**config.mk**
```make
export PLATFORM = sky130hd
export DESIGN_NAME = prog_timer
export DESIGN_NICKNAME = d
export VERILOG_FILES = /design/src/rtl/prog_timer.sv
export SDC_FILE = /design/constraint.sdc
export NUM_CORES = 1
export LEC_CHECK = 0
export CORE_ASPECT_RATIO = 0.5
export CORE_MARGIN = 8
export CORE_UTILIZATION = 40
export DETAILED_ROUTE_END_ITERATION = 16
export DONT_BUFFER_PORTS = 1
export GPL_TIMING_DRIVEN = 0
export SYNTH_ARGS = -nofsm -noshare
export SYNTH_HDL_FRONTEND = slang
export SYNTH_SLANG_ARGS = --single-unit
```
**constraint.sdc**
```tcl
create_clock -name CLK -period 3.63 [get_ports CLK]
set_clock_uncertainty 0.05 [all_clocks]
set_input_delay 0.5445 -clock CLK [delete_from_list [all_inputs] [get_ports CLK]]
set_output_delay 0.5445 -clock CLK [all_outputs]
set_load 0.1 [all_outputs]
```
**src/rtl/prog_timer.sv**
```systemverilog
// prog_timer: programmable interval timer with prescaler, one-shot/auto-reload
// modes, stop/restart control and a one-cycle READY expiry strobe.
module prog_timer #(
    parameter int W        = 16,
    parameter int PRESCALE = 1
) (
    input  logic         CLK,
    input  logic         N_RESET,
    input  logic         START,
    input  logic         STOP,
    input  logic         RELOAD,
    input  logic [W-1:0] PERIOD,
    output logic         READY,
    output logic         BUSY,
    output logic [W-1:0] COUNT
);
    localparam int PW = PRESCALE > 1 ? $clog2(PRESCALE) : 1;

    typedef enum logic [1:0] {IDLE, RUN, DONE} state_t;

    state_t        state, state_n;
    logic [W-1:0]  cnt, cnt_n, per, per_n;
    logic [PW-1:0] pre, pre_n;
    logic          mode, mode_n;
    logic          go, tick;

    assign go   = START && PERIOD != '0;
    assign tick = state == RUN && pre == PW'(PRESCALE - 1);

    always_ff @(posedge CLK or negedge N_RESET) begin
        if (!N_RESET) begin
            state <= IDLE;
            cnt   <= '0;
            per   <= '0;
            pre   <= '0;
            mode  <= 1'b0;
        end else begin
            state <= state_n;
            cnt   <= cnt_n;
            per   <= per_n;
            pre   <= pre_n;
            mode  <= mode_n;
        end
    end

    // STOP beats START beats tick; a valid START rearms from any state
    always_comb begin
        state_n = state;
        cnt_n   = cnt;
        per_n   = per;
        pre_n   = pre;
        mode_n  = mode;
        if (STOP) begin
            state_n = IDLE;
            cnt_n   = '0;
            pre_n   = '0;
        end else if (go) begin
            state_n = RUN;
            per_n   = PERIOD;
            mode_n  = RELOAD;
            cnt_n   = '0;
            pre_n   = '0;
        end else begin
            case (state)
                IDLE: ;
                RUN: begin
                    pre_n = tick ? '0 : pre + 1'b1;
                    if (tick) begin
                        if (cnt == per - 1'b1)
                            state_n = DONE;
                        else
                            cnt_n = cnt + 1'b1;
                    end
                end
                DONE: begin
                    state_n = mode ? RUN : IDLE;
                    cnt_n   = '0;
                    pre_n   = '0;
                end
                default: begin
                    state_n = IDLE;
                    cnt_n   = '0;
                    pre_n   = '0;
                end
            endcase
        end
    end

    always_comb begin
        READY = state == DONE;
        BUSY  = state != IDLE;
        COUNT = cnt;
    end
endmodule

```
==> qor.csv <==
stage;metric;value;unit
run_status;run status;complete, no violations;
synthesis;Syn Area/Cell;9.297;um^2
global_routing;number of global-route vias before repair;1983;
routing;TritonRoute pass-1 iters;4;
die;Die H;70.23;um
die;Site Rows;19;
timing;Worst Max-Slew Pin Slew;1.162;ns
place;IO Port Bufs;0;
routing;via count;2051;
global_routing;pin count of the biggest net entering global routing;37;
clock_tree;Root Buffer;clkbuf_16;
layout;fin nets;285;
global_routing;antenna violations before repair;0;
clock_tree;Skew-Pair Late Insertion Delay;0.28;ns
routing;Wirelength per Cell;19.15;um
place;dpl hpwl;4.892;mm
synthesis;Post-Syn Instances;253;
setup_path;Worst Setup Path Type;register to register;
synthesis;Post-Syn Area;0.002352;mm^2
timing;highest clock rate;299.3;MHz
timing;unrepaired setup endpoints after global routing;no;
setup_path;CP max FO;10;
power;Sw Ratio;0.2836;
setup_path;CP endpoint kind;register;
synthesis;post-synthesis mux area share;0.08404;
clock_tree;clock slew at the register clock pins of the worst setup and hold paths;0.05;ns
routing;DRC Markers;0;
power;static leakage;0.9935;nW
setup_path;CP delay by family, top;flip-flops;
clock_tree;H-tree Lvls;2;
power;sequential group share of total power;0.430;
power;maximum VDD drop;0.0002065;V
synthesis;synth warn;0;
setup_path;Critical Path AT;3.43;ns
setup_path;Worst path slowest cell;dfrtp_1;
setup_path;Buf+Inv Stages, Crit Path;2;
power;Comb pwr share;0.178;
layout;multi-input logic area;0.001381;mm^2
layout;layout cell share with drive strength beyond 1;0.1217;
synthesis;Mapped Nets;276;
timing;final hold viol count;0;
die;Die W;124.5;um
place;gpl congestion;0.8665;
routing;via/cell ratio;6.104;
setup_path;crit-path cells;clkbuf_1 -> a31oi_1 -> a221oi_1 -> o211ai_1 -> nor4b_4 -> clkbuf_2 -> or3_1 -> a21oi_1;
die;Starting Density;0.4211;
setup_path;Required @ worst endpoint;3.72;ns
synthesis;Yosys cell types;49;
global_routing;Tot GR Track Use;0.1464;
synthesis;Simple-Gate Fraction of Synth Area;0.2574;
die;core area;0.005587;mm^2
setup_path;Max stage delay on crit path;1.02;ns
layout;Antenna diodes;0;
layout;P&R area growth vs syn;11.44;%
clock_tree;CTS tree;built;
synthesis;Primary FF master, synth;dfrtp_1;
timing;slew margin rel.;0.2255;
synthesis;Post-synth EDFFs;0;
power;Pwr Total;1.103;mW
synthesis;register area share after synthesis;0.3830;
die;I/O pins;39;
power;sw power;0.3128;mW
timing;setup TNS;0;ns
global_routing;first-pass GRT wire length;10.65;mm
clock_tree;CTS buffer count;5;
power;Internal;0.7903;mW
die;die area;0.008740;mm^2
synthesis;Adder-Cell Fraction of Synth Area;0.01064;
layout;Sequential Area;900.9;um^2
timing;Final setup viols;0;
clock_tree;clk buf depth;2;
power;power density cells;420.8;mW/mm^2
worst_hold_path;hold crit path type;input pin to asynchronous set/reset pin;
clock_tree;clock sink total;36;
job;max cap viols;0;
synthesis;largest family of logic cells by synthesized area;simple AND/OR/NAND/NOR gates;
timing;post-route minimum period;3.341;ns
timing;Final Max Tran Viols;0;
layout;Filler Cell Count;534;
routing;Iter 0 DRT Violations;225;
synthesis;post-synthesis xor/xnor area fraction;0.08936;
synthesis;FF+latch count, synth;36;
synthesis;post-synthesis compound-gate area fraction;0.1426;
setup_path;Critical Path Source Type;register;
synthesis;asr flop ratio synth;1.000;
power;Clk pwr share;0.392;
routing;Post-Route WL;6.436;mm
timing;share of the cycle needed by the critical path after routing;0.9203;
routing;antenna-violating nets left;0;
global_routing;Congestion Overflow GR;0;
metrics by stage:
step | setup slack [ns] | cell area, um^2 | util | std cells | hold slack, ns
CTS | 0.2504 | 2616 | 0.4683 | 336 | 0.05423
global route | 0.1254 | 2621 | 0.4692 | 336 | 0.05646
finish | 0.2892 | 2621 | 0.4692 | 336 | 0.04984
global placement | 0.3121 | 2444 | 0.4374 | 326 | 0.1998
floorplan | 0.6344 | 2352 | - | 253 | 0.1989
detailed placement | 0.2645 | 2450 | 0.4385 | 327 | 0.1998
sequential cells by signal, summed over array words and instances, names as in the netlist:
signal  flops
COUNT      16
per        16
mode        1
state       2
pre         1
synth_stat cells, types with 3 or more instances:
master	number	share of area
nor4_1	8	0.021
nor3_1	8	0.017
or3_1	19	0.051
nor2_1	7	0.011
dfrtp_1	36	0.38
xor2_1	12	0.045
a21oi_1	18	0.038
o21ai_1	5	0.011
xnor2_1	12	0.045
mux2i_1	4	0.017
nand2_1	13	0.021
o31ai_1	3	0.0096
inv_1	5	0.0080
o21ai_0	13	0.028
clkbuf_1	5	0.0080
and3_1	4	0.011
mux2_2	14	0.067
nor2b_1	5	0.013
nand4_1	11	0.029
nand2b_1	5	0.013
or4_1	3	0.0096
nand3_1	8	0.017
metal layers:
metal	up-vias	share of wire	global-route usage
met5	-	0.0051	0
met4	2	0.011	0.03576
met3	15	0.081	0.03690
met2	75	0.44	0.2270
met1	982	0.47	0.1980
li1	977	-	-
placed cells by master (no fill, tap or decap), drive strengths merged, types with 2 or more instances in the layout:
cell and count:
xor2 12, or2 2, o41ai 2, nor4b 2
o211ai 2, ha 2, or4 3, o21ai 18
o31ai 3, mux2i 4, nand4 11, nor2b 5
and3 4, nor2 7, inv 5, nand2 13
nand3 8, a21oi 18, nand2b 5, buf 6
o311ai 2, clkbuf 15, nor3 9, dfrtp 36
or3 19, xnor2 12, mux2 14, nor4 8
area by class of cell:
type | count | share of cell area
buffer | 11 | 0.02243
multi-input combinational | 201 | 0.5270
sequential | 36 | 0.3437
inverter | 5 | 0.007160
timing repair buffer | 2 | 0.009069
tap | 73 | 0.03484
clock buffer | 8 | 0.05585
power by group through the flow:
stage / Clock, mW / Sequential [mW] / Combinational [mW]
2_1_floorplan: 0 / 0.468 / 0.154
3_3_place_gp: 0 / 0.478 / 0.179
3_5_place_dp: 0 / 0.480 / 0.184
4_1_cts: 0.444 / 0.473 / 0.196
5_1_grt: 0.465 / 0.480 / 0.217
6_report: 0.432 / 0.475 / 0.196
kinds of logic after synthesis:
family,Yosys count
xor+xnor,24
flops,36
compound gates,55
mux,18
buf+inv,16
simple gates,102
fa+ha+maj,2
final timing paths:
path / slack (ns) / depth (start not counted) / start / to
max in group asynchronous: 3.29 / 1 / N_RESET / COUNT[8]
hold / removal: 0.05 / 1 / N_RESET / per[3]
hold reg to reg: 0.46 / 1 / mode / mode
setup reg to reg: 0.29 / 8 / COUNT[5] / COUNT[9]
setup / recovery: 0.29 / 8 / COUNT[5] / COUNT[9]
min in group CLK: 0.27 / 1 / STOP / state[0]
what timing repair did:
| item | in CTS | in global routing |
|---|---|---|
| hold buffers | 1 | 0 |
| setup buffers | 0 | 0 |
| endpoints found under the setup margin | 0 | 9 |
| resized for setup | 0 | 1 |
| hold endpoints to repair | 36 | 0 |
(Power assumes the default switching activity.)
